### config.mk
export PLATFORM = sky130hd
export DESIGN_NAME = cpuc_mem_arbiter
export DESIGN_NICKNAME = d
export VERILOG_FILES = /design/src/rtl/cpuc_package.sv /design/src/rtl/cpuc_arb_wait_cnt.sv /design/src/rtl/cpuc_mem_arbiter.sv
export SDC_FILE = /design/constraint.sdc
export NUM_CORES = 1
export LEC_CHECK = 0
export BUFFER_PORTS_ARGS = -buffer_cell sky130_fd_sc_hd__buf_2
export CORE_ASPECT_RATIO = 0.5
export CORE_UTILIZATION = 36
export CTS_CLUSTER_SIZE = 8
export DETAILED_ROUTE_END_ITERATION = 6
export PLACE_DENSITY = 0.76
export SYNTH_ARGS = -nofsm -noshare
export SYNTH_HDL_FRONTEND = slang
export SYNTH_HIERARCHICAL = 1
export SYNTH_SLANG_ARGS = --single-unit
### constraint.sdc
create_clock -name clk -period 1.75 [get_ports clk]
set_clock_uncertainty 0.1 [all_clocks]
set_input_delay 0.175 -clock clk [delete_from_list [all_inputs] [get_ports clk]]
set_output_delay 0.175 -clock clk [all_outputs]
set_load 0.1 [all_outputs]
### src/rtl/cpuc_package.sv
// Shared CPUC widths and the request/arbitration types used by the data RAM arbiter.
package cpuc_package;

  localparam int ADDR_WIDTH = 8;
  localparam int DATA_WIDTH = 16;
  localparam int MEM_SIZE   = 256;

  typedef struct packed {
    logic                  valid;
    logic                  wren;
    logic [ADDR_WIDTH-1:0] addr;
    logic [DATA_WIDTH-1:0] wdata;
  } t_mem_req;

  typedef enum logic {
    ARB_NORMAL,
    ARB_BOOST
  } t_arb_mode;

endpackage

### src/rtl/cpuc_arb_wait_cnt.sv
// Counts consecutive blocked loader cycles and raises BOOST one cycle after the count saturates.
module cpuc_arb_wait_cnt
  import cpuc_package::*;
#(
  parameter int MAX_WAIT = 4,
  parameter int WAIT_W   = 4
) (
  input  logic      clk,
  input  logic      rst,
  input  logic      ldr_valid,
  input  logic      ldr_grant,
  output t_arb_mode mode
);

  localparam logic [WAIT_W-1:0] WAIT_MAX = WAIT_W'(MAX_WAIT);

  logic [WAIT_W-1:0] wait_cnt;
  logic [WAIT_W-1:0] wait_cnt_next;
  t_arb_mode         mode_next;
  logic              blocked;

  always_comb begin
    blocked       = ldr_valid && !ldr_grant;
    wait_cnt_next = '0;
    mode_next     = ARB_NORMAL;
    if (blocked) begin
      wait_cnt_next = (wait_cnt == WAIT_MAX) ? WAIT_MAX : wait_cnt + WAIT_W'(1);
      // A loader grant in BOOST clears blocked, so mode falls back to NORMAL next cycle.
      if (wait_cnt == WAIT_MAX) mode_next = ARB_BOOST;
    end
  end

  // NOTE: state registers use non-blocking assignments so every flop samples pre-edge values.
  always_ff @(posedge clk or posedge rst) begin
    if (rst) begin
      wait_cnt <= '0;
      mode     <= ARB_NORMAL;
    end else begin
      wait_cnt <= wait_cnt_next;
      mode     <= mode_next;
    end
  end

endmodule

### src/rtl/cpuc_mem_arbiter.sv
// Arbitrates the single-port CPUC data RAM between the core and the loader/debug port.
module cpuc_mem_arbiter
  import cpuc_package::*;
#(
  parameter int MAX_WAIT = 4,
  parameter int WAIT_W   = 4
) (
  input  logic                  clk,
  input  logic                  rst,
  input  logic                  core_valid,
  output logic                  core_ready,
  input  logic                  core_wren,
  input  logic [ADDR_WIDTH-1:0] core_addr,
  input  logic [DATA_WIDTH-1:0] core_wdata,
  output logic                  core_rsp_valid,
  output logic [DATA_WIDTH-1:0] core_rsp_data,
  input  logic                  ldr_valid,
  output logic                  ldr_ready,
  input  logic                  ldr_wren,
  input  logic [ADDR_WIDTH-1:0] ldr_addr,
  input  logic [DATA_WIDTH-1:0] ldr_wdata,
  output logic                  ldr_rsp_valid,
  output logic [DATA_WIDTH-1:0] ldr_rsp_data,
  output logic [ADDR_WIDTH-1:0] ram_address,
  output logic                  ram_wren,
  output logic [DATA_WIDTH-1:0] ram_data,
  input  logic [DATA_WIDTH-1:0] ram_q
);

  t_arb_mode mode;
  t_mem_req  core_req;
  t_mem_req  ldr_req;
  t_mem_req  sel_req;
  logic      core_grant;
  logic      ldr_grant;

  assign core_req = '{valid: core_valid, wren: core_wren, addr: core_addr, wdata: core_wdata};
  assign ldr_req  = '{valid: ldr_valid,  wren: ldr_wren,  addr: ldr_addr,  wdata: ldr_wdata};

  cpuc_arb_wait_cnt #(
    .MAX_WAIT (MAX_WAIT),
    .WAIT_W   (WAIT_W)
  ) u_wait_cnt (
    .clk       (clk),
    .rst       (rst),
    .ldr_valid (ldr_valid),
    .ldr_grant (ldr_grant),
    .mode      (mode)
  );

  // NOTE: every output of this block gets a default first so no latch is inferred.
  always_comb begin
    ldr_grant  = ldr_req.valid && (mode == ARB_BOOST || !core_req.valid);
    core_grant = core_req.valid && !ldr_grant;
    sel_req    = '0;
    if (core_grant)     sel_req = core_req;
    else if (ldr_grant) sel_req = ldr_req;
  end

  assign core_ready  = core_grant;
  assign ldr_ready   = ldr_grant;
  assign ram_address = sel_req.addr;
  assign ram_data    = sel_req.wdata;
  assign ram_wren    = sel_req.valid && sel_req.wren;

  // ram_q is a combinational read of the granted address, captured at the end of the grant cycle.
  always_ff @(posedge clk or posedge rst) begin
    if (rst) begin
      core_rsp_valid <= 1'b0;
      ldr_rsp_valid  <= 1'b0;
      core_rsp_data  <= '0;
      ldr_rsp_data   <= '0;
    end else begin
      core_rsp_valid <= core_grant && !core_req.wren;
      ldr_rsp_valid  <= ldr_grant && !ldr_req.wren;
      if (core_grant && !core_req.wren) core_rsp_data <= ram_q;
      if (ldr_grant && !ldr_req.wren)   ldr_rsp_data  <= ram_q;
    end
  end

endmodule

==> results of run 1 <==
-- layout make-up --
class / instances / area [um2] / area share (%)
clock buffer: 6 / 72.6 / 2.16
clock inverter: 2 / 60.1 / 1.79
inverter: 8 / 30.0 / 0.893
multi-input combinational: 77 / 910 / 27.0
sequential: 39 / 976 / 29.0
tap: 66 / 82.6 / 2.46
timing repair buffer: 142 / 1230 / 36.6
-- where the power goes --
| group | switching, mW | internal, mW | total [mW] |
|---|---|---|---|
| combinational | 1.59 | 0.534 | 2.13 |
| sequential | 0.0612 | 1.03 | 1.10 |
| clock | 0.303 | 0.570 | 0.873 |
| total | 1.96 | 2.14 | 4.10 |
-- state kept, by name, summed over array words and instances (netlist names) --
name,flops
core_rsp_data,16
ldr_rsp_data,16
u_wait_cnt/wait_cnt,4
core_rsp_valid,1
ldr_rsp_valid,1
u_wait_cnt/mode,1
-- per-stage QoR --
| stage | setup TNS, ns | setup slack (ns) | utilization, % | power, mW |
|---|---|---|---|---|
| floorplan | -0.0486 | -0.0486 | - | 2.69 |
| global placement | 0 | 0.136 | 66.9 | 3.17 |
| detailed placement | 0 | 0.0988 | 66.9 | 3.20 |
| CTS | -2.05 | -0.0884 | 73.3 | 4.13 |
| global route | -4.32 | -0.180 | 73.5 | 4.26 |
| finish | -2.40 | -0.114 | 73.5 | 4.10 |
-- worst max-delay path, cell delays in order, from the launching register on --
cell and delay [ns]:
dfrtp_1 0.40, nand2b_4 0.15, and2_4 0.20, buf_6 0.15, a22o_2 0.23, buf_12 0.17
-- synthesized netlist by cell type --
| library cell | count | area, um2 |
|---|---|---|
| mux2i_1 | 1 | 10.0 |
| or4b_1 | 1 | 10.0 |
| ha_1 | 2 | 25.0 |
| and2_1 | 2 | 12.5 |
| mux2_2 | 23 | 259 |
| a21boi_4 | 1 | 18.8 |
| or2b_1 | 1 | 7.51 |
| nand3_1 | 1 | 5.00 |
| nor2b_1 | 2 | 12.5 |
| inv_1 | 8 | 30.0 |
| buf_4 | 1 | 7.51 |
| a211oi_1 | 1 | 7.51 |
| buf_6 | 1 | 11.3 |
| dfrtp_1 | 39 | 976 |
| clkbuf_1 | 2 | 7.51 |
| nor3_1 | 1 | 5.00 |
| a22o_1 | 25 | 219 |
| nand2b_1 | 2 | 12.5 |
| a311oi_1 | 1 | 8.76 |
| buf_2 | 4 | 20.0 |
| nor2_1 | 2 | 7.51 |
| nand3b_1 | 1 | 7.51 |
| mux2_1 | 9 | 101 |
| nand2_1 | 1 | 3.75 |
-- worst max path at each step --
| stage | cells after the start | to | start |
|---|---|---|---|
| 6_report | 5 | ram_data[10] | u_wait_cnt/mode |
| 5_1_grt | 5 | ram_data[2] | u_wait_cnt/mode |
| 4_1_cts | 5 | ram_wren | u_wait_cnt/mode |
| 3_5_place_dp | 5 | ram_data[0] | u_wait_cnt/mode |
| 3_3_place_gp | 5 | ram_data[13] | u_wait_cnt/mode |
| 2_1_floorplan | 6 | u_wait_cnt/wait_cnt[3] | u_wait_cnt/mode |
-- timing repair --
action,4_1_cts,5_1_grt
hold buffers,1,0
setup endpoints to repair,25,42
resized for setup,22,2
setup buffers,1,0
hold endpoints to repair,39,0
pin swaps,0,0
gates cloned,2,0
-- cell families (layout without fill, tap and decap cells) --
logic type      count (synthesis)  after routing
flops                          39             39
buf+inv                        16            158
mux                            33             33
compound gates                 28             28
simple gates                   14             14
fa+ha+maj                       2              2
-- layer usage --
layer / global-route usage [%] / vias up
li1: - / 764
met4: 7.25 / 0
met2: 39.9 / 67
met5: 0 / -
met3: 6.99 / 8
met1: 22.7 / 816
==> run_results.csv, run 1 <==
group,metric,value,unit
run,cap_violations,0,
floorplan,die_w,102,um
critical_path,reg2reg_depth,5,
sta,relSlewSlack,67.3,%
placed_design,place.detailed.hpwl,3.93,mm
logic_synthesis,synth_area,0.00179,mm2
logic_synthesis,synth_cell_types,24,
critical_path,path_max_fanout,8,
logic_synthesis,synth_top_family_by_area,"multiplexers",
cts,h-tree-depth,2,
critical_path,rr_endpoint,"core_rsp_data[14]",
sta,finalHoldViolCount,0,
cts,clk_latency,0.28,ns
sta,fin_ws,-0.114,ns
critical_path,start_kind,"register",
cts,clockRootBuffer,"clkbuf_8",
global_route,grt_antenna_before_repair,0,
floorplan,dieArea,0.00526,mm2
sta,grt_setup_unrepaired,"yes",
placed_design,placed_area,0.00306,mm2
global_route,overflow,0,
critical_path,required,1.47,ns
critical_path,critPathKind,"register to primary output",
sta,fmax,0.536,GHz
logic_synthesis,syn_nets,204,
placed_design,dp.cells,328,
sta,finalSetupViolCount,25,
status,status,"finished, violations left",
cells_and_area,final_cell_mix,"buf_2 (103), dfrtp_1 (39), buf_12 (30), mux2_2 (23), a22o_4 (18)",
logic_synthesis,synth_compound_area_share,14.2,%
cts,clk_pin_slew,0.07,ns
global_route,grt_start_max_net_pins,35,
detailed_routing,drc,0,
detailed_routing,wl_met2,2.91,mm
sta,worst_hold_slack,0.0224,ns
power,leakage,1.68,nW
detailed_routing,first_iter_violations,27,
floorplan,start_util,39.0,%
detailed_routing,vias,1655,
cts,cts.sinks,39,
cells_and_area,layout_commonest_cell,"buf_2",
cells_and_area,fillers,300,
detailed_routing,ant_nets,0,
logic_synthesis,synth_seq_area_share,54.7,%
detailed_routing,wl_met1,2.04,mm
logic_synthesis,synth_fa_ha_area_share,1.40,%
logic_synthesis,yosys_warnings,6,
cells_and_area,layout-drive-gt1-share,72.6,%
detailed_routing,wl_met3,247,um
logic_synthesis,synth.area.mux_share,20.7,%
cts,cts_tree,"built",
placed_design,io_buffers,130,
placed_design,place_congestion,0.680,
floorplan,num_rows,17,
power,peakVddDrop,0.000589,V
status,violations,"negative setup slack",
cells_and_area,area.growth.synth_to_final,88.4,%
detailed_routing,viasPerCell,4.87,
floorplan,die_y,51.8,um
detailed_routing,dr.pass1.iters,4,
logic_synthesis,avgSynthCellArea,13.5,um2
sta,tightest_slew,0.494,ns
logic_synthesis,synth_xor_xnor_area_share,0,%
cells_and_area,final_cell_count_no_fill,340,
cells_and_area,fin_nets,345,
critical_path,arrival,1.59,ns
hold_path,min_to,"core_rsp_data[9]",
floorplan,ios,131,
critical_path,cp-end-kind,"primary output",
floorplan,core,0.00457,mm2
logic_synthesis,ys_ff_latch,39,
cts,clockBufferDepth,2,
hold_path,min_path_cells,2,
detailed_routing,top_layer,"met4",
cells_and_area,antenna_cells,0,
sta,period_minus_slack,1.86,ns
logic_synthesis,netlist_instances,132,
cells_and_area,design_area,0.00336,mm2
logic_synthesis,synth-simple-area-share,4.70,%
power,p_per_area,1220,mW/mm2
sta,period_share,107,%
critical_path,reg2reg_setup_slack,0.02,ns
global_route,grt_pass1_wl,8.34,mm
detailed_routing,wl,5.29,mm
sta,slew_violations,0,
hold_path,min_from,"ram_q[9]",
critical_path,reg2reg_from,"u_wait_cnt/mode",
global_route,grt_usage,21.2,%
hold_path,hold_class,"input port to register",
cts,cts_made_buffers,5,
detailed_routing,wl_per_cell,15.6,um
global_route,grt_pass1_vias,1793,
(Power assumes the default switching activity.)
==> inputs of run 2 (changes only) <==
- CELL_PAD_IN_SITES_DETAIL_PLACEMENT: unset -> 2
- CELL_PAD_IN_SITES_GLOBAL_PLACEMENT: unset -> 2
- CORE_UTILIZATION: 36 -> 21
- PLACE_DENSITY: 0.76 -> 0.77
==> run 2 against run 1 <==
  * The run still ends with negative setup slack left
  * Largest power group unchanged
  * Maximum frequency hardly changed
  * Final cell count grew 13%
  * Sequential power barely moved
==> run_results.csv, run 2 (synthesis gave the netlist of run 1 again) <==
group,metric,value,unit
power,p_per_area,1210,mW/mm2
floorplan,dieArea,0.00890,mm2
power,leakage,1.70,nW
sta,fin_ws,-0.113,ns
placed_design,placed_area,0.00313,mm2
detailed_routing,wl_per_cell,19.3,um
detailed_routing,wl,7.44,mm
cells_and_area,final_cell_count_no_fill,385,
sta,slew_violations,0,
critical_path,reg2reg_setup_slack,0,ns
detailed_routing,dr.pass1.iters,4,
floorplan,ios,131,
placed_design,place.detailed.hpwl,5.53,mm
cells_and_area,layout_commonest_cell,"buf_2",
sta,period_minus_slack,1.86,ns
sta,period_share,106,%
global_route,overflow,0,
floorplan,start_util,22.0,%
critical_path,cp-end-kind,"primary output",
sta,worst_hold_slack,0.0264,ns
sta,grt_setup_unrepaired,"yes",
cts,clockRootBuffer,"clkbuf_16",
sta,finalSetupViolCount,27,
placed_design,post-place-ws,0.0925,ns
status,violations,"negative setup slack",
cts,h-tree-depth,2,
detailed_routing,vias,1678,
floorplan,die_w,132,um
sta,tightest_slew,0.515,ns
global_route,grt_antenna_before_repair,0,
sta,tns,-2.67,ns
critical_path,endpoint,"ram_data[6]",
critical_path,rr_endpoint,"core_rsp_data[10]",
status,status,"finished, violations left",
critical_path,setup.worst_path.start,"u_wait_cnt/mode",
hold_path,hold_class,"input port to register",
critical_path,reg2reg_from,"u_wait_cnt/mode",
placed_design,place_congestion,0.669,
cts,clk_latency,0.28,ns
run,cap_violations,0,
cts,cts.sinks,39,
cells_and_area,fin_nets,344,
detailed_routing,drc,0,
cts,clk_pin_slew,0.06,ns
sta,relSlewSlack,65.9,%
critical_path,arrival,1.59,ns
critical_path,reg2reg_depth,5,
cells_and_area,design_area,0.00348,mm2
placed_design,dp.cells,372,
cts,cts_made_buffers,5,
floorplan,num_rows,23,
power,peakVddDrop,0.000619,V
critical_path,required,1.47,ns
sta,fmax,0.537,GHz
global_route,grt_pass1_wl,10.7,mm
placed_design,io_buffers,130,
critical_path,critPathKind,"register to primary output",
cells_and_area,reg.largest.list,"core_rsp_data (16), ldr_rsp_data (16), u_wait_cnt/wait_cnt (4)",
sta,finalHoldViolCount,0,
detailed_routing,viasPerCell,4.36,
detailed_routing,first_iter_violations,42,
floorplan,die_y,67.2,um
global_route,grt_usage,16.0,%
detailed_routing,ant_nets,0,
global_route,grt_pass1_vias,1873,
global_route,grt_start_max_net_pins,35,
cells_and_area,fillers,813,
critical_path,path_max_fanout,13,
cells_and_area,area.growth.synth_to_final,95.2,%
critical_path,start_kind,"register",
cells_and_area,antenna_cells,0,
cells_and_area,final_cell_mix,"buf_2 (103), dfrtp_1 (39), buf_12 (31), mux2_2 (23), a22o_4 (22)",
cts,clockBufferDepth,2,
cells_and_area,layout-drive-gt1-share,73.3,%
floorplan,core,0.00812,mm2
cts,cts_tree,"built",
## run 2: cell types whose count changed in the layout (fill, tap and decap cells not counted), moves of 2 or more
| cell | delta |
|---|---|
| a22o_2 | -4 |
| a22o_4 | +4 |
| buf_6 | -3 |
| bufinv_16 | -2 |
| clkbuf_16 | +6 |
| clkbuf_8 | -3 |
## run 2: what timing repair did
action	in CTS	in global routing
gates resized for setup	9	10
endpoints found under the setup margin	25	25
pin swaps	1	0
endpoints found under the hold margin	39	0
buffers inserted	1	1
hold buffers	1	0
gates cloned	1	1
## run 2: final cells by class
cell class	instances	area [um2]	area share (%)
Timing Repair Buffer	141	1240	35.5
Inverter	8	30.0	0.862
Clock inverter	1	7.51	0.215
Clock buffer	7	153	4.38
Tap cell	112	140	4.02
Multi-Input combinational cell	77	942	27.0
Sequential cell	39	976	28.0
## run 2: how the worst min path moves through the flow
stage	startpoint	endpoint	slack, ns	cells past startpoint
after global placement	rst	u_wait_cnt/wait_cnt[2]	-0.008	2
after global routing	ram_q[2]	core_rsp_data[2]	0.03	2
after CTS	ram_q[2]	core_rsp_data[2]	0.02	2
after detailed placement	rst	u_wait_cnt/mode	-0.004	2
after floorplan	rst	u_wait_cnt/mode	-0.15	1
final	ram_q[2]	core_rsp_data[2]	0.03	2
## run 2: power by group
| part | total [mW] | internal, mW | switching (mW) |
|---|---|---|---|
| Combinational | 2.17 | 0.543 | 1.63 |
| Clock | 0.941 | 0.605 | 0.336 |
| Sequential | 1.11 | 1.04 | 0.0730 |
## run 2: stage by stage
step	total power [mW]	util, %
after floorplan	2.69	-
after global placement	3.19	38.6
after detailed placement	3.25	38.6
after CTS	4.23	41.6
after global routing	4.35	42.9
final	4.22	42.9
## run 2: routing by layer
layer,vias to the layer above,track usage (%),wire (um)
met5,-,0,0
met4,0,4.02,90
met3,6,3.30,312
met2,49,31.5,4110
met1,859,18.1,2930
li1,764,-,-
## run 2: worst max-delay path, stage by stage, from the launching register on
cell	delay, ns
dfrtp_1	0.39
buf_6	0.12
a21boi_4	0.23
clkbuf_16	0.24
a22o_4	0.16
buf_12	0.17
==> inputs of run 3 (changes only) <==
- PLACE_DENSITY: 0.77 -> 0.76
- REMOVE_ABC_BUFFERS: unset -> 1
- SYNTH_HIERARCHICAL: 1 -> unset
==> run 3 against run 2 <==
  * The flow still finishes with violations (negative setup slack)
  * Combinational power up 2%
  * Critical path depth unchanged
  * Register-to-register slack better by 0.17 ns
  * Worst setup slack better by 0.049 ns
  * Wire length up 6.6%
  * Clock power down 0.9%
  * Via count up 21%
  * Hold slack better by 0.021 ns
  * First-iteration DRC count up 36%
==> run_results.csv, run 3 <==
group,metric,value,unit
status,status,"finished, violations left",
status,violations,"negative setup slack",
floorplan,die_y,71.7,um
cts,cts_tree,"built",
floorplan,num_rows,24,
floorplan,ios,131,
global_route,grt_pass1_wl,12.6,mm
placed_design,place.detailed.hpwl,6.02,mm
cells_and_area,area.growth.synth_to_final,84.0,%
cts,clk_pin_slew,0.06,ns
global_route,grt_usage,16.2,%
logic_synthesis,synth_xor_xnor_area_share,0,%
hold_path,min_to,"core_rsp_data[7]",
logic_synthesis,yosys_warnings,0,
run,cap_violations,0,
global_route,grt_start_max_net_pins,40,
critical_path,path_max_fanout,5,
detailed_routing,dr.pass1.iters,4,
detailed_routing,wl_met1,3.04,mm
sta,finalSetupViolCount,26,
critical_path,reg2reg_depth,4,
cells_and_area,final_cell_mix,"buf_2 (103), dfrtp_1 (39), buf_12 (29), nand3_1 (26), nand2_1 (25)",
logic_synthesis,synth_area,0.00204,mm2
sta,period_share,104,%
critical_path,rr_endpoint,"core_rsp_data[13]",
hold_path,min_path_cells,2,
hold_path,hold_class,"input port to register",
cells_and_area,reg.largest.list,"core_rsp_data (16), ldr_rsp_data (16), u_wait_cnt.wait_cnt (4)",
logic_synthesis,synth_edf_count,0,
global_route,grt_pass1_vias,2328,
critical_path,cp-end-kind,"primary output",
sta,tightest_slew,0.509,ns
placed_design,io_buffers,130,
global_route,overflow,0,
detailed_routing,top_layer,"met4",
logic_synthesis,synth_cell_types,25,
cts,clockRootBuffer,"clkbuf_16",
logic_synthesis,async_flop_share,100,%
detailed_routing,wl_met3,369,um
logic_synthesis,yosys-top-cells-count,"dfrtp_1 (39), nand3_1 (26), nand2_1 (25), o21ai_0 (21), mux2_4 (18)",
critical_path,reg2reg_from,"u_wait_cnt.mode",
detailed_routing,ant_nets,0,
logic_synthesis,synth-simple-area-share,14.2,%
detailed_routing,wl,7.93,mm
detailed_routing,vias,2026,
sta,grt_setup_unrepaired,"yes",
critical_path,critPathKind,"register to primary output",
cells_and_area,fillers,944,
sta,slew_violations,0,
cts,h-tree-depth,2,
placed_design,post-place-ws,-0.0738,ns
hold_path,min_from,"ram_q[7]",
detailed_routing,viasPerCell,4.43,
cells_and_area,fin_nets,398,
logic_synthesis,synth.top_cell.area_share,47.9,%
cts,clockBufferDepth,2,
cells_and_area,layout_commonest_cell,"buf_2",
critical_path,start_kind,"register",
power,leakage,1.80,nW
detailed_routing,first_iter_violations,57,
logic_synthesis,synth_compound_area_share,8.22,%
critical_path,arrival,1.54,ns
floorplan,dieArea,0.0101,mm2
cells_and_area,fin_util,41.4,%
power,peakVddDrop,0.000676,V
sta,fmax,0.551,GHz
logic_synthesis,avgSynthCellArea,11.0,um2
floorplan,start_util,22.5,%
logic_synthesis,netlist_instances,186,
global_route,grt_antenna_before_repair,0,
sta,relSlewSlack,66.1,%
placed_design,place_congestion,0.714,
cells_and_area,seqCellArea,976,um2
logic_synthesis,synth_fa_ha_area_share,1.23,%
sta,period_minus_slack,1.81,ns
cells_and_area,multi_input_area,0.00118,mm2
sta,finalHoldViolCount,0,
floorplan,die_w,141,um
logic_synthesis,yosys.area.top_type,"dfrtp_1",
critical_path,required,1.47,ns
power,p_per_area,1130,mW/mm2
cts,clk_latency,0.27,ns
logic_synthesis,synth.area.top_cells,"dfrtp_1 (48%), mux2_4 (13%), mux2_2 (7.7%), nand3_1 (6.4%), o21ai_0 (5.2%)",
logic_synthesis,synth_top_family_by_area,"multiplexers",
logic_synthesis,synth_seq_area_share,47.9,%
detailed_routing,wl_per_cell,17.4,um
cells_and_area,antenna_cells,0,
critical_path,reg2reg_setup_slack,0.17,ns
detailed_routing,wl_met2,4.42,mm
cts,cts_made_buffers,5,
cts,cts.sinks,39,
floorplan,core,0.00907,mm2
logic_synthesis,synth-main-ff-cell,"dfrtp_1",
detailed_routing,drc,0,
logic_synthesis,ys_ff_latch,39,
sta,fin_ws,-0.0643,ns
cells_and_area,layout-drive-gt1-share,66.1,%
logic_synthesis,synth.area.mux_share,21.5,%
logic_synthesis,yosysMostFrequentCell,"dfrtp_1",
-- run 3: cell types whose count changed in the layout (fill, tap and decap cells not counted), moves of 2 or more --
cell     before  now
mux2_1        9    0
mux2_4        0   18
o21ai_2       0    4
buf_12       31   29
mux2_2       23   14
nand2_1       1   25
buf_4         2   10
a22o_4       22    0
a22o_2        3    0
o21ai_4       0   21
nand3_1       1   26
-- run 3: power breakdown --
part | total [mW] | internal, mW | leakage (nW) | switching [mW]
Combinational | 2.22 | 0.564 | 1.25 | 1.66
Clock | 0.933 | 0.606 | 0.0772 | 0.327
Sequential | 1.10 | 1.03 | 0.472 | 0.0718
-- run 3: metrics by stage --
step	cell area (um2)	std cells	setup TNS [ns]	power (mW)	hold slack [ns]
6_report	3750	457	-0.731	4.26	0.0470
5_1_grt	3750	457	-2.22	4.41	0.0382
2_1_floorplan	1930	172	-66.46	2.66	0.223
4_1_cts	3750	457	-1.23	4.31	0.0373
3_3_place_gp	3280	448	0	3.20	0.205
3_5_place_dp	3280	448	-0.268	3.25	0.243
-- run 3: layer usage --
layer	global-route usage (%)	vias to the layer above
met4	4.71	0
met3	2.41	9
li1	-	919
met5	0	-
met1	17.8	1025
met2	32.4	73
-- run 3: cells by family after synthesis --
family | count (synthesis)
multiplexers | 33
AO/OA/AOI/OAI | 29
flip-flops | 39
buffers and inverters | 22
adder cells (fa/ha/maj) | 2
AND/OR/NAND/NOR | 61
-- run 3: final cells by class --
cell class	instances	share of cell area, %
Sequential cell	39	26.0
Inverter	8	0.800
Multi-Input combinational cell	125	31.6
Tap cell	130	4.33
Timing Repair Buffer	147	33.1
Clock buffer	8	4.17
-- run 3: worst max-delay path: stages, from the launching register on --
cell and delay (ns):
dfrtp_1 0.38, nand2b_4 0.15, and2_4 0.19, buf_6 0.14, o21ai_2 0.20, buf_12 0.20
-- run 3: repair_timing --
item                                    4_1_cts  5_1_grt
gates resized for setup                      76        1
buffers inserted                              1        0
endpoints found under the hold margin        39        0
endpoints found under the setup margin       26       27
hold buffers                                  1        0
cloned                                        1        0
pin swaps                                    18        3
-- run 3: worst max-delay path by stage --
stage                         start              to  slack, ns  depth (start not counted)
finish              u_wait_cnt.mode     ram_data[5]      -0.06                          5
floorplan           u_wait_cnt.mode  ram_address[2]      -2.58                          3
global route        u_wait_cnt.mode        ram_wren      -0.12                          6
detailed placement  u_wait_cnt.mode  ram_address[4]      -0.07                          5
global placement    u_wait_cnt.mode     ram_data[6]       0.04                          5
CTS                 u_wait_cnt.mode        ram_wren      -0.09                          6
